[src/rtl/ssd_scan_ctrl_if.sv]
// Bundles the score-side and decoder-side signals of the seven-segment scan controller.
// The master side is the score logic / decoder / pins; the slave side is the controller.
interface ssd_scan_ctrl_if #(
  parameter int VAL_W = 14
);
  logic             load;
  logic [VAL_W-1:0] value_in;
  logic             disp_en;
  logic [3:0]       digit_code;
  logic [7:0]       ssd_in;
  logic [7:0]       seg_n;
  logic [3:0]       an_n;
  logic             busy;

  modport master (
    output load, value_in, disp_en, ssd_in,
    input  digit_code, seg_n, an_n, busy
  );

  modport slave (
    input  load, value_in, disp_en, ssd_in,
    output digit_code, seg_n, an_n, busy
  );
endinterface

[src/rtl/ssd_scan_ctrl.sv]
// Four-digit multiplexed seven-segment controller: a sequential double-dabble converter feeds
// a committed digit register, which a free-running scanner presents one digit per refresh slot.
module ssd_scan_ctrl #(
  parameter int REFRESH_DIV = 50000,
  parameter int VAL_W       = 14,
  parameter int MAX_VAL     = 9999
) (
  input  logic clk,
  input  logic rst,
  ssd_scan_ctrl_if.slave bus
);

  localparam int CW = (REFRESH_DIV > 1) ? $clog2(REFRESH_DIV) : 1;
  localparam int SW = $clog2(VAL_W + 1);
  localparam logic [VAL_W-1:0] MAX_V = VAL_W'(MAX_VAL);

  typedef enum logic [1:0] {IDLE, CONV, COMMIT} state_e;

  state_e           state_q, state_d;
  logic [VAL_W-1:0] bin_q, bin_d;
  logic [15:0]      bcd_q, bcd_d;
  logic [SW-1:0]    step_q, step_d;
  logic             pend_q, pend_d;
  logic [VAL_W-1:0] pendVal_q, pendVal_d;
  logic [15:0]      digits_q, digits_d;

  logic [VAL_W-1:0] clampVal;
  logic [15:0]      bcdAdj;

  logic [CW-1:0]    refCnt_q, refCnt_d;
  logic [1:0]       slot_q, slotNext;
  logic [3:0]       code_q, codeNext;
  logic [3:0]       an_q, anNext;
  logic             wrap;
  logic             blankNext;

  assign clampVal = (bus.value_in > MAX_V) ? MAX_V : bus.value_in;

  always_comb begin
    for (int k = 0; k < 4; k++) begin
      bcdAdj[4*k +: 4] = (bcd_q[4*k +: 4] >= 4'd5) ? bcd_q[4*k +: 4] + 4'd3 : bcd_q[4*k +: 4];
    end
  end

  // A load arriving while a conversion is running is parked and started straight from COMMIT.
  always_comb begin
    state_d   = state_q;
    bin_d     = bin_q;
    bcd_d     = bcd_q;
    step_d    = step_q;
    pend_d    = pend_q;
    pendVal_d = pendVal_q;
    digits_d  = digits_q;
    case (state_q)
      IDLE: begin
        if (bus.load) begin
          bin_d   = clampVal;
          bcd_d   = '0;
          step_d  = '0;
          state_d = CONV;
        end
      end
      CONV: begin
        {bcd_d, bin_d} = {bcdAdj, bin_q} << 1;
        step_d = step_q + SW'(1);
        if (step_q == SW'(VAL_W - 1)) begin
          state_d = COMMIT;
        end
        if (bus.load) begin
          pend_d    = 1'b1;
          pendVal_d = clampVal;
        end
      end
      COMMIT: begin
        digits_d = bcd_q;
        if (bus.load || pend_q) begin
          bin_d   = bus.load ? clampVal : pendVal_q;
          bcd_d   = '0;
          step_d  = '0;
          pend_d  = 1'b0;
          state_d = CONV;
        end else begin
          state_d = IDLE;
        end
      end
      default: state_d = IDLE;
    endcase
  end

  always_ff @(posedge clk or posedge rst) begin
    if (rst) begin
      state_q   <= IDLE;
      bin_q     <= '0;
      bcd_q     <= '0;
      step_q    <= '0;
      pend_q    <= 1'b0;
      pendVal_q <= '0;
      digits_q  <= '0;
    end else begin
      state_q   <= state_d;
      bin_q     <= bin_d;
      bcd_q     <= bcd_d;
      step_q    <= step_d;
      pend_q    <= pend_d;
      pendVal_q <= pendVal_d;
      digits_q  <= digits_d;
    end
  end

  assign wrap     = (refCnt_q == CW'(REFRESH_DIV - 1));
  assign refCnt_d = wrap ? '0 : refCnt_q + CW'(1);
  assign slotNext = slot_q + 2'd1;

  // Slot k above zero stays dark while every digit from k upward is zero.
  always_comb begin
    codeNext  = 4'd0;
    blankNext = 1'b0;
    case (slotNext)
      2'd0: begin
        codeNext  = digits_q[3:0];
        blankNext = 1'b0;
      end
      2'd1: begin
        codeNext  = digits_q[7:4];
        blankNext = (digits_q[15:4] == 12'd0);
      end
      2'd2: begin
        codeNext  = digits_q[11:8];
        blankNext = (digits_q[15:8] == 8'd0);
      end
      default: begin
        codeNext  = digits_q[15:12];
        blankNext = (digits_q[15:12] == 4'd0);
      end
    endcase
    anNext = (!bus.disp_en || blankNext) ? 4'b1111 : ~(4'b0001 << slotNext);
  end

  always_ff @(posedge clk or posedge rst) begin
    if (rst) begin
      refCnt_q <= '0;
      slot_q   <= 2'd0;
      code_q   <= 4'd0;
      an_q     <= 4'b1110;
    end else begin
      refCnt_q <= refCnt_d;
      if (wrap) begin
        slot_q <= slotNext;
        code_q <= codeNext;
        an_q   <= anNext;
      end
    end
  end

  assign bus.digit_code = code_q;
  assign bus.an_n       = an_q;
  assign bus.seg_n      = bus.ssd_in;
  assign bus.busy       = (state_q != IDLE);

endmodule

[src/flat_wrapper.sv]
// flat-port wrapper written by rule: the top's interface ports become plain ports
module ssd_scan_ctrl_flat 
#(
  parameter int REFRESH_DIV = 50000,
  parameter int VAL_W       = 14,
  parameter int MAX_VAL     = 9999
)
  (clk, rst, bus_load, bus_value_in, bus_disp_en, bus_ssd_in, bus_digit_code, bus_seg_n, bus_an_n, bus_busy);
  ssd_scan_ctrl_if #(.VAL_W(VAL_W)) bus_i ();
  input  logic clk;
  input  logic rst;
  input wire logic [$bits(bus_i.load)-1:0] bus_load;
  input wire logic [$bits(bus_i.value_in)-1:0] bus_value_in;
  input wire logic [$bits(bus_i.disp_en)-1:0] bus_disp_en;
  input wire logic [$bits(bus_i.ssd_in)-1:0] bus_ssd_in;
  output wire logic [$bits(bus_i.digit_code)-1:0] bus_digit_code;
  output wire logic [$bits(bus_i.seg_n)-1:0] bus_seg_n;
  output wire logic [$bits(bus_i.an_n)-1:0] bus_an_n;
  output wire logic [$bits(bus_i.busy)-1:0] bus_busy;
  assign bus_i.load = bus_load;
  assign bus_i.value_in = bus_value_in;
  assign bus_i.disp_en = bus_disp_en;
  assign bus_i.ssd_in = bus_ssd_in;
  assign bus_digit_code = bus_i.digit_code;
  assign bus_seg_n = bus_i.seg_n;
  assign bus_an_n = bus_i.an_n;
  assign bus_busy = bus_i.busy;
  ssd_scan_ctrl #(.REFRESH_DIV(REFRESH_DIV), .VAL_W(VAL_W), .MAX_VAL(MAX_VAL)) u_core (.clk(clk), .rst(rst), .bus(bus_i));
endmodule
[config.mk]
export PLATFORM = sky130hd
export DESIGN_NAME = ssd_scan_ctrl_flat
export DESIGN_NICKNAME = d
export VERILOG_FILES = /design/src/rtl/ssd_scan_ctrl_if.sv /design/src/rtl/ssd_scan_ctrl.sv /design/src/flat_wrapper.sv
export SDC_FILE = /design/constraint.sdc
export NUM_CORES = 1
export LEC_CHECK = 0
export CORE_ASPECT_RATIO = 1.1
export CORE_UTILIZATION = 51
export DETAILED_ROUTE_END_ITERATION = 10
export HOLD_SLACK_MARGIN = 0.03
export PLACE_DENSITY_LB_ADDON = 0.15
export SYNTH_ARGS = -nofsm -noshare
export SYNTH_HDL_FRONTEND = slang
export SYNTH_SLANG_ARGS = --single-unit
[constraint.sdc]
create_clock -name clk -period 4.3 [get_ports clk]
set_input_delay 1.075 -clock clk [delete_from_list [all_inputs] [get_ports clk]]
set_output_delay 1.075 -clock clk [all_outputs]
set_load 0.02 [all_outputs]
---- Word-level counts from Yosys, hierarchy flattened ----
Index checks and enable logic that the tools add are counted.
storage, ports and cells
  flip-flop bits (word level) ............. 93
  input bits .............................. 26
  output and inout bits ................... 17
  logic and storage cells ................. 75
operators by class
  $add $sub $neg .......................... 7
  $lt $le $gt $ge ......................... 5
  eq/ne operators ......................... 10
  shift-type cells ........................ 1
  multiplexer cells ....................... 26
  bitwise operators ....................... 1
  reduce and logical (&&, ||, !) cells .... 14
operators by type and width
  kind                   number
  $mux 14                4
  $mux 16                3
  $pmux 16 s3            1
  $pmux 14 s3            1
  $mux 4                 6
  $pmux 4 s3             2
  $add 16x1->16 const B  1
  $eq 16x16->1 const B   1
  $ge 4x3->1 const B     4
  $gt 14x14->1 const B   1
  $add 4x2->4 const B    3
  $logic_not 12->1       1
  $logic_not 8->1        1
  $pmux 2 s3             1
  $reduce_and 3->1       2
  $add 4x1->4 const B    1
  $eq 2x1->1 const B     2
  $eq 2x2->1 const B     2
  $eq 4x4->1 const B     1
  $logic_not 2->1        2
  $logic_not 4->1        1
  $mux 2                 2
  $ne 2x1->1 const B     2
  $ne 2x2->1 const B     2
  13 further kinds       17

---- Logic depth before layout (Yosys ltp) ----
  depth in word-level cells ............... 5
  depth in mapped cells ................... 8
  mapped depth without buffers ............ 6

---- Worst setup path after synthesis ----
No wires, ideal clock.
  kind .................................... input to register
  start point ............................. input bus_value_in[11]
  end point ............................... register u_core.bin_q[1]
  setup time .............................. 0.133 ns
  arrival time ............................ 2.155 ns
  data required time ...................... 4.167 ns
  path slack .............................. 2.012 ns
  stages on the path ...................... 5
  buffers on the path ..................... 1
  path through ............................ o21ai_0 > clkbuf_1 > o211ai_1 > a222oi_1 > o21ai_0
between the ends
  word-level cells in the longest chain between the ends .. 5
  elaborated cells on any way between the ends .. 6
  classes of those cells .................. 1 x order compare; 5 x mux
ends and longest elaborated chain
  what                  RTL line              source
  start, declared       flat_wrapper.sv:13    input wire logic [$bits(bus_i.value_in)-1:0] bus_value_in;
  $gt 14x14->1 (*)      ssd_scan_ctrl.sv:37   assign clampVal = (bus.value_in > MAX_V) ? MAX_V : bus.value_in;
  $mux 14 (*)           ssd_scan_ctrl.sv:37
  $mux 14               ssd_scan_ctrl.sv:56   if (bus.load) begin
  $mux 14               ssd_scan_ctrl.sv:76   if (bus.load || pend_q) begin
  $pmux 14 s3 (*)       ssd_scan_ctrl.sv:54   case (state_q)
  end signal, assigned  ssd_scan_ctrl.sv:101  bin_q <= bin_d;
  end, declared         ssd_scan_ctrl.sv:20   logic [VAL_W-1:0] bin_q, bin_d;
Mark *: on every way between the ends. The rest lies on a longest branch, timed or not. The select of a mux whose other input is x is not followed.
A chain may end at the register's enable or synchronous reset.

---- Worst setup path after layout ----
  start point ............................. register u_core.state_q[0]
  end point ............................... output bus_busy
between the ends
  word-level cells in the longest chain between the ends .. 1
ends and longest elaborated chain
  what                    RTL line              source
  start, declared         ssd_scan_ctrl.sv:19   state_e state_q, state_d;
  start signal, assigned  ssd_scan_ctrl.sv:100  state_q <= state_d;
  $reduce_bool 2->1       ssd_scan_ctrl.sv:158  assign bus.busy = (state_q != IDLE);
  end, declared           flat_wrapper.sv:19    output wire logic [$bits(bus_i.busy)-1:0] bus_busy;
No other way between the ends.

==> flow_metrics.tcl <==
set metrics [dict create \
    outcome "complete, no violations" \
    place_inst 570 \
    report.final.hold_viol_count 0 \
    clock-skew-final_ps 14.7 \
    drt_pre_antenna_iters 6 \
    grt_first_pass_wirelength_um 16500 \
    synth.area.top_cells "dfrtp_1 (47%), o21ai_0 (6.6%), mux2_2 (6.3%), ha_1 (5.2%), a222oi_1 (3.1%)" \
    dieHeight_um 104 \
    cts_setup_buffers 0 \
    critPathKind "flip-flop to output pin" \
    drt-wirelength-per-cell_um 16.5 \
    share_of_the_synthesized_area_in_compound_gates_ao_oa_aoi_oai 0.174 \
    post_synth_inst_count 455 \
    htree_levels 3 \
    max-clock-path-buffers 2 \
    core_area_sq_um 9010 \
    avgViaCountPerCell 5.96 \
    number_of_buffers_inserted_for_hold_repair_after_clock_tree_synthesis 0 \
    cell_area_power_density_nw_per_um2 434 \
    grt_use_total 0.214 \
    max_slew.worst_pin.slew_ps 1010 \
    synth_commonest_cells "dfrtp_1 (90), o21ai_0 (63), nand2_1 (28)" \
    synth_simple_gate_area_share 0.129 \
    critical_path_arrival_ps 1870 \
    detailedPlacementHpwl_um 6620 \
    dominant_combinational_cell_family_by_area_after_synthesis "compound AO/OA/AOI/OAI gates" \
    peakVddDrop_mv 0.294 \
    path_max_fanout 4 \
    slew_headroom 0.323 \
    synth_area_per_cell_sq_um 10.5 \
    syn-num-nets 501 \
    initialDrtViolationCount 222 \
    rsz0062_at_grt "false" \
    layout.nets 513 \
    worstHoldPathType "flip-flop to flip-flop" \
    vias_in_the_first_global_route 3410 \
    dieArea_sq_um 9780 \
    worst_setup_path_start_kind "flip-flop" \
    drv.max_cap_violation_count 0 \
    hold_slack_ps 482 \
    finalMaxSlewViolations 0 \
    worstPathRequired_ps 3220 \
    route.vias.total 3492 \
    power_leakage_nw 2.31 \
    minimum_setup_slack_in_the_final_design_ps 1350 \
    yosys.area_share.adder 0.0523 \
    worst_skew_pair.late_latency_ps 360 \
    path_clk_slew_ps 100 \
    number_of_flops_mapped_to_enable_cells_by_yosys 0 \
    share_of_the_yosys_chip_area_belonging_to_registers 0.487 \
    grt_max_degree 55 \
    chipWidth_um 94.4 \
    async_set_or_reset_register_ratio_after_synthesis 1.00 \
    final_util 0.584 \
    num-fill-cells 755 \
    fin_area_sq_um 5270 \
    synth_top_flop_cell "dfrtp_1" \
    crit_path_end_kind "output pin" \
    cts_root_buf "clkbuf_8" \
    drtAntennaViolNets 0 \
    routabilityCongestion 0.795 \
    numClockSinks 93 \
    library_cells_used_by_synthesis 53 \
    fmaxAchievable_mhz 340 \
    placementRows 36 \
    drc 0 \
    synth_top_area_share 0.470 \
    antenna_violations_before_repair 0 \
    overflow 0 \
    area_growth_pct 9.96 \
    post-synth-top-count-cell "dfrtp_1" \
    path_common_cell "inv_1" \
    post_cts.resized_instances 0 \
    io_pins 43 \
    drt-total-wl_um 9660 \
    finalSetupTns_ps 0 \
    critical_path.cell_chain "inv_1 > ha_1 > inv_1 > clkdlybuf4s50_1" \
    stdcell_count 586 \
    timing.reg2reg.setup_slack_ps 1680 \
    critical-path-max-stage-delay_ps 630 \
    yosys-mux-area-fraction 0.0760 \
    antenna-diode-count 0 \
    tritoncts.num_buffers 9 \
    post-route-period-util 0.685 \
    synth_xor_xnor_area_share 0.0293 \
    place.port_buffers 26 \
    fin_total_pwr_mw 2.28 \
    final.min_clock_period_ps 2950 \
    synth.largest_area_cell "dfrtp_1" \
    place_worst_setup_slack_ps 984 \
    synth.cell_area_sq_um 4790 \
    setup_violations 0 \
    synth_seq_cells 93 \
    layout-drive-gt1-share 0.133 \
    worst_path_max_delay_cell "clkdlybuf4s50_1" \
    cts_tree "done" \
    initial_core_util 0.532 \
    ys.warnings.count 0 \
    dpl_cell_area_sq_um 5070 \
]
[where the power goes]
group	total [mW]	internal [mW]	switching [mW]
sequential	1.16	1.04	0.115
clock	0.563	0.247	0.316
combinational	0.566	0.234	0.332
total	2.28	1.52	0.764
[flip-flops by register name (all words and copies together) (netlist names)]
signal                 cells
u_core.pend_q              1
u_core.bin_q              14
u_core.digits_q           16
u_core.slot_q              2
u_core.pendVal_q          14
u_core.bcd_q              16
u_core.state_q             2
u_core.bus.an_n            4
u_core.refCnt_q           16
u_core.step_q              4
u_core.bus.digit_code      4
[path summary, 6_finish.rpt]
kind / start / depth (start not counted) / endpoint
max in group asynchronous: rst / 3 / u_core.bin_q[1]$_DFFE_PP0P_
min in group asynchronous: rst / 2 / u_core.slot_q[0]$_DFFE_PP0N_
hold / removal: u_core.refCnt_q[0]$_DFF_PP0_ / 1 / u_core.refCnt_q[0]$_DFF_PP0_
setup reg to reg: u_core.state_q[0]$_DFFE_PP0P_ / 7 / u_core.step_q[3]$_DFFE_PP0P_
hold reg to reg: u_core.refCnt_q[0]$_DFF_PP0_ / 1 / u_core.refCnt_q[0]$_DFF_PP0_
setup / recovery: u_core.state_q[0]$_DFFE_PP0P_ / 4 / bus_busy
[cell type report]
cell class	count	area, sq um	share of cell area
flip-flops and latches	93	2330	0.443
multi-input cells	310	2200	0.419
repair buffers	31	310	0.0589
clock buffers	11	151	0.0288
well taps	114	143	0.0271
inverters	22	83.8	0.0159
clock inverters	5	41.3	0.00784
[placed cells by master, fill, tap and decap left out, drive strengths merged, types with 3 or more instances in the layout]
cell type / Yosys / layout
a21oi: 11 / 11
a222oi: 15 / 15
a22o: 11 / 11
a31oi: 4 / 4
buf: 14 / 5
clkbuf: 16 / 11
clkdlybuf4s50: 0 / 26
dfrtp: 90 / 90
dfstp: 3 / 3
ha: 20 / 20
inv: 22 / 23
mux2: 27 / 27
mux2i: 6 / 6
nand2: 28 / 28
nand2b: 14 / 14
nand3: 15 / 15
nand3b: 5 / 5
nand4: 5 / 5
nor2: 22 / 22
nor3: 3 / 3
nor3b: 3 / 3
nor4: 5 / 5
o211ai: 5 / 5
o21ai: 63 / 63
o31ai: 7 / 7
xnor2: 9 / 9
xor2: 7 / 7
[cell families after synthesis]
kind of cell,Yosys count
AND/OR/NAND/NOR,114
flip-flops,93
multiplexers,33
AO/OA/AOI/OAI,127
adder cells (fa/ha/maj),20
XOR/XNOR,16
buffers and inverters,52
[metal layers]
| layer | global-route usage | wire length (um) |
|---|---|---|
| met2 | 0.346 | 4710 |
| met4 | 0.0736 | 142 |
| met1 | 0.294 | 4500 |
| met5 | 0 | 0 |
| met3 | 0.0242 | 303 |
[worst max-delay path: cells and delay by family (launching register included)]
kind | cells | cell delay, ps
adders and majority gates | 1 | 230
buffers and inverters | 3 | 870
DFF | 1 | 420
Note: power is estimated with default switching activity, not from simulation.
==> RTL change: new RTL, same settings <==
`VAL_W` is set to 14 in 3 places; all go to 7.
--- a/src/rtl/ssd_scan_ctrl_if.sv
+++ b/src/rtl/ssd_scan_ctrl_if.sv
@@ -3,3 +3,3 @@
 interface ssd_scan_ctrl_if #(
-  parameter int VAL_W = 14
+  parameter int VAL_W = 7
 );
--- a/src/rtl/ssd_scan_ctrl.sv
+++ b/src/rtl/ssd_scan_ctrl.sv
@@ -4,3 +4,3 @@
   parameter int REFRESH_DIV = 50000,
-  parameter int VAL_W       = 14,
+  parameter int VAL_W       = 7,
   parameter int MAX_VAL     = 9999
--- a/src/flat_wrapper.sv
+++ b/src/flat_wrapper.sv
@@ -4,3 +4,3 @@
   parameter int REFRESH_DIV = 50000,
-  parameter int VAL_W       = 14,
+  parameter int VAL_W       = 7,
   parameter int MAX_VAL     = 9999
Ports: changed (resized bus_value_in); port bits go from 43 to 36. No check against the original RTL was run, so the function may have changed too.
==> RTL change against the original RTL <==
- wire length shrank 27%
- synthesized cell count shrank 21%
- global-route usage shrank 1.4 points
- power shrank 17%
- sequential cell count shrank 15
- final area shrank 17%
- area after synthesis shrank 18%
- setup slack gained 110 ps
- critical path type unchanged
- critical endpoint unchanged
- largest cell class unchanged
==> RTL change: results (changes against the original RTL) <==
layout cell share with drive strength beyond 1 14.2% (was 13.3%); 1st-iter DRT viols 133 (was 222); Area contributors post-synth dfrtp_1 (48%), mux2_2 (7.5%), ha_1 (6.4%) (was dfrtp_1 (47%), o21ai_0 (6.6%), mux2_2 (6.3%)); I/O Buffers 19 (was 26); largest net degree at the start of global routing 32 (was 55); Total GRT Usage 20.0% (was 21.4%); placed cells 450 (was 570); first-pass iteration count of the detailed router 4 (was 6); first-pass GRT wire length 12500 um (was 16500 um); Syn Nets 398 (was 501); Root Driver clkbuf_8 (unchanged); vias in the first global route 2619 (was 3410); Critical Path AT 1760 ps (was 1870 ps); clock latency on the worst-skew pair 340 ps (was 360 ps); Final #Nets 413 (was 513); Lkg Pwr 0.00198 uW (was 0.00231 uW); status finished clean (unchanged); Synth top cells by count dfrtp_1 (75), mux2_2 (26), nor2_1 (25), o21ai_0 (25), nand2_1 (24) (was dfrtp_1 (90), o21ai_0 (63), nand2_1 (28)); reg2reg start u_core.state_q[1] (was u_core.state_q[0]); CTS clk-pin slew, worst paths 80 ps (was 100 ps); Yosys cell types 48 (was 53); Reg2Reg Setup Slack 1920 ps (was 1680 ps); vias per cell 5.68 (was 5.96); Mapped Cells 359 (was 455); reg2reg end u_core.step_q[0] (was u_core.step_q[3]); WL/cell 15.2 um (was 16.5 um); highest ir drop seen on vdd 0.264 mV (was 0.294 mV); FF-to-FF path depth 5 (was 7); relative slew slack 53.8% (was 32.3%)
[RTL change: changes by cell type in the layout (fill, tap and decap cells not counted), moves of 5 or more]
cell and change:
o21ai_0 -38, dfrtp_1 -15, a222oi_1 -11, nand2b_1 -8, clkdlybuf4s50_1 -7, xnor2_1 +7
and2_1 +6, nand3_1 -6, inv_1 -5
[RTL change: where the power goes]
group | leakage [uW] | switching (uW) | internal (uW)
registers | 0.00103 | 59.8 | 821
clock network | 0.000120 | 255 | 374
logic | 0.000839 | 218 | 168
total | 0.00198 | 533 | 1360
[RTL change: how the worst min path moves through the flow]
stage / startpoint / endpoint / slack, ps / cells after the start
after floorplan: u_core.pendVal_q[5] / u_core.pendVal_q[5] / 440 / 1
after global placement: u_core.pendVal_q[4] / u_core.pendVal_q[4] / 460 / 1
after detailed placement: u_core.pendVal_q[5] / u_core.pendVal_q[5] / 470 / 1
after CTS: u_core.pendVal_q[4] / u_core.pendVal_q[4] / 490 / 1
after global routing: u_core.pendVal_q[6] / u_core.pendVal_q[6] / 510 / 1
final: u_core.pendVal_q[5] / u_core.pendVal_q[5] / 480 / 1
[RTL change: worst max-delay path, cell delays in order (launching register included)]
cell and delay [ps]:
dfrtp_1 390, inv_1 80, ha_1 210, inv_1 110
clkdlybuf4s50_1 620
[RTL change: logic make-up (layout without fill, tap and decap cells)]
kind of cell	count (synthesis)	in the layout	share of synthesized area, %
flip-flops	78	78	50.0
AO/OA/AOI/OAI	75	75	12.8
AND/OR/NAND/NOR	99	99	13.4
buffers and inverters	38	58	4.64
adder cells (fa/ha/maj)	20	20	6.40
multiplexers	30	30	8.51
XOR/XNOR	19	19	4.25
[RTL change: per-layer routing]
layer  part of all wire [%]  global-route usage [%]  up-vias  wire [um]
li1                       -                       -     1306          -
met1                     49                    26.8     1298       3470
met2                     47                    32.4       35       3330
met3                    2.0                    3.51       10        144
met4                    1.9                    8.06        0        132
met5                      0                       0        -          0
[RTL change: stage by stage]
stage | util [%] | setup WS, ps | power [uW] | instance area [sq um] | hold WS [ps]
detailed placement | 55.6 | 1340 | 1290 | 4140 | 469
global route | 58.8 | 1370 | 2010 | 4370 | 506
finish | 58.8 | 1470 | 1900 | 4370 | 480
global placement | 55.6 | 1370 | 1280 | 4140 | 464
CTS | 58.8 | 1440 | 1920 | 4370 | 487
floorplan | - | 1230 | 1190 | 3910 | 444
[RTL change: layout make-up]
type                       instances  area, sq um
tap                               87          109
fill                             644         3060
inverter                          18         67.6
clock inverter                     3         65.1
timing repair buffer              24          228
sequential                        78         1960
multi-input combinational        243         1780
clock buffer                      13          169
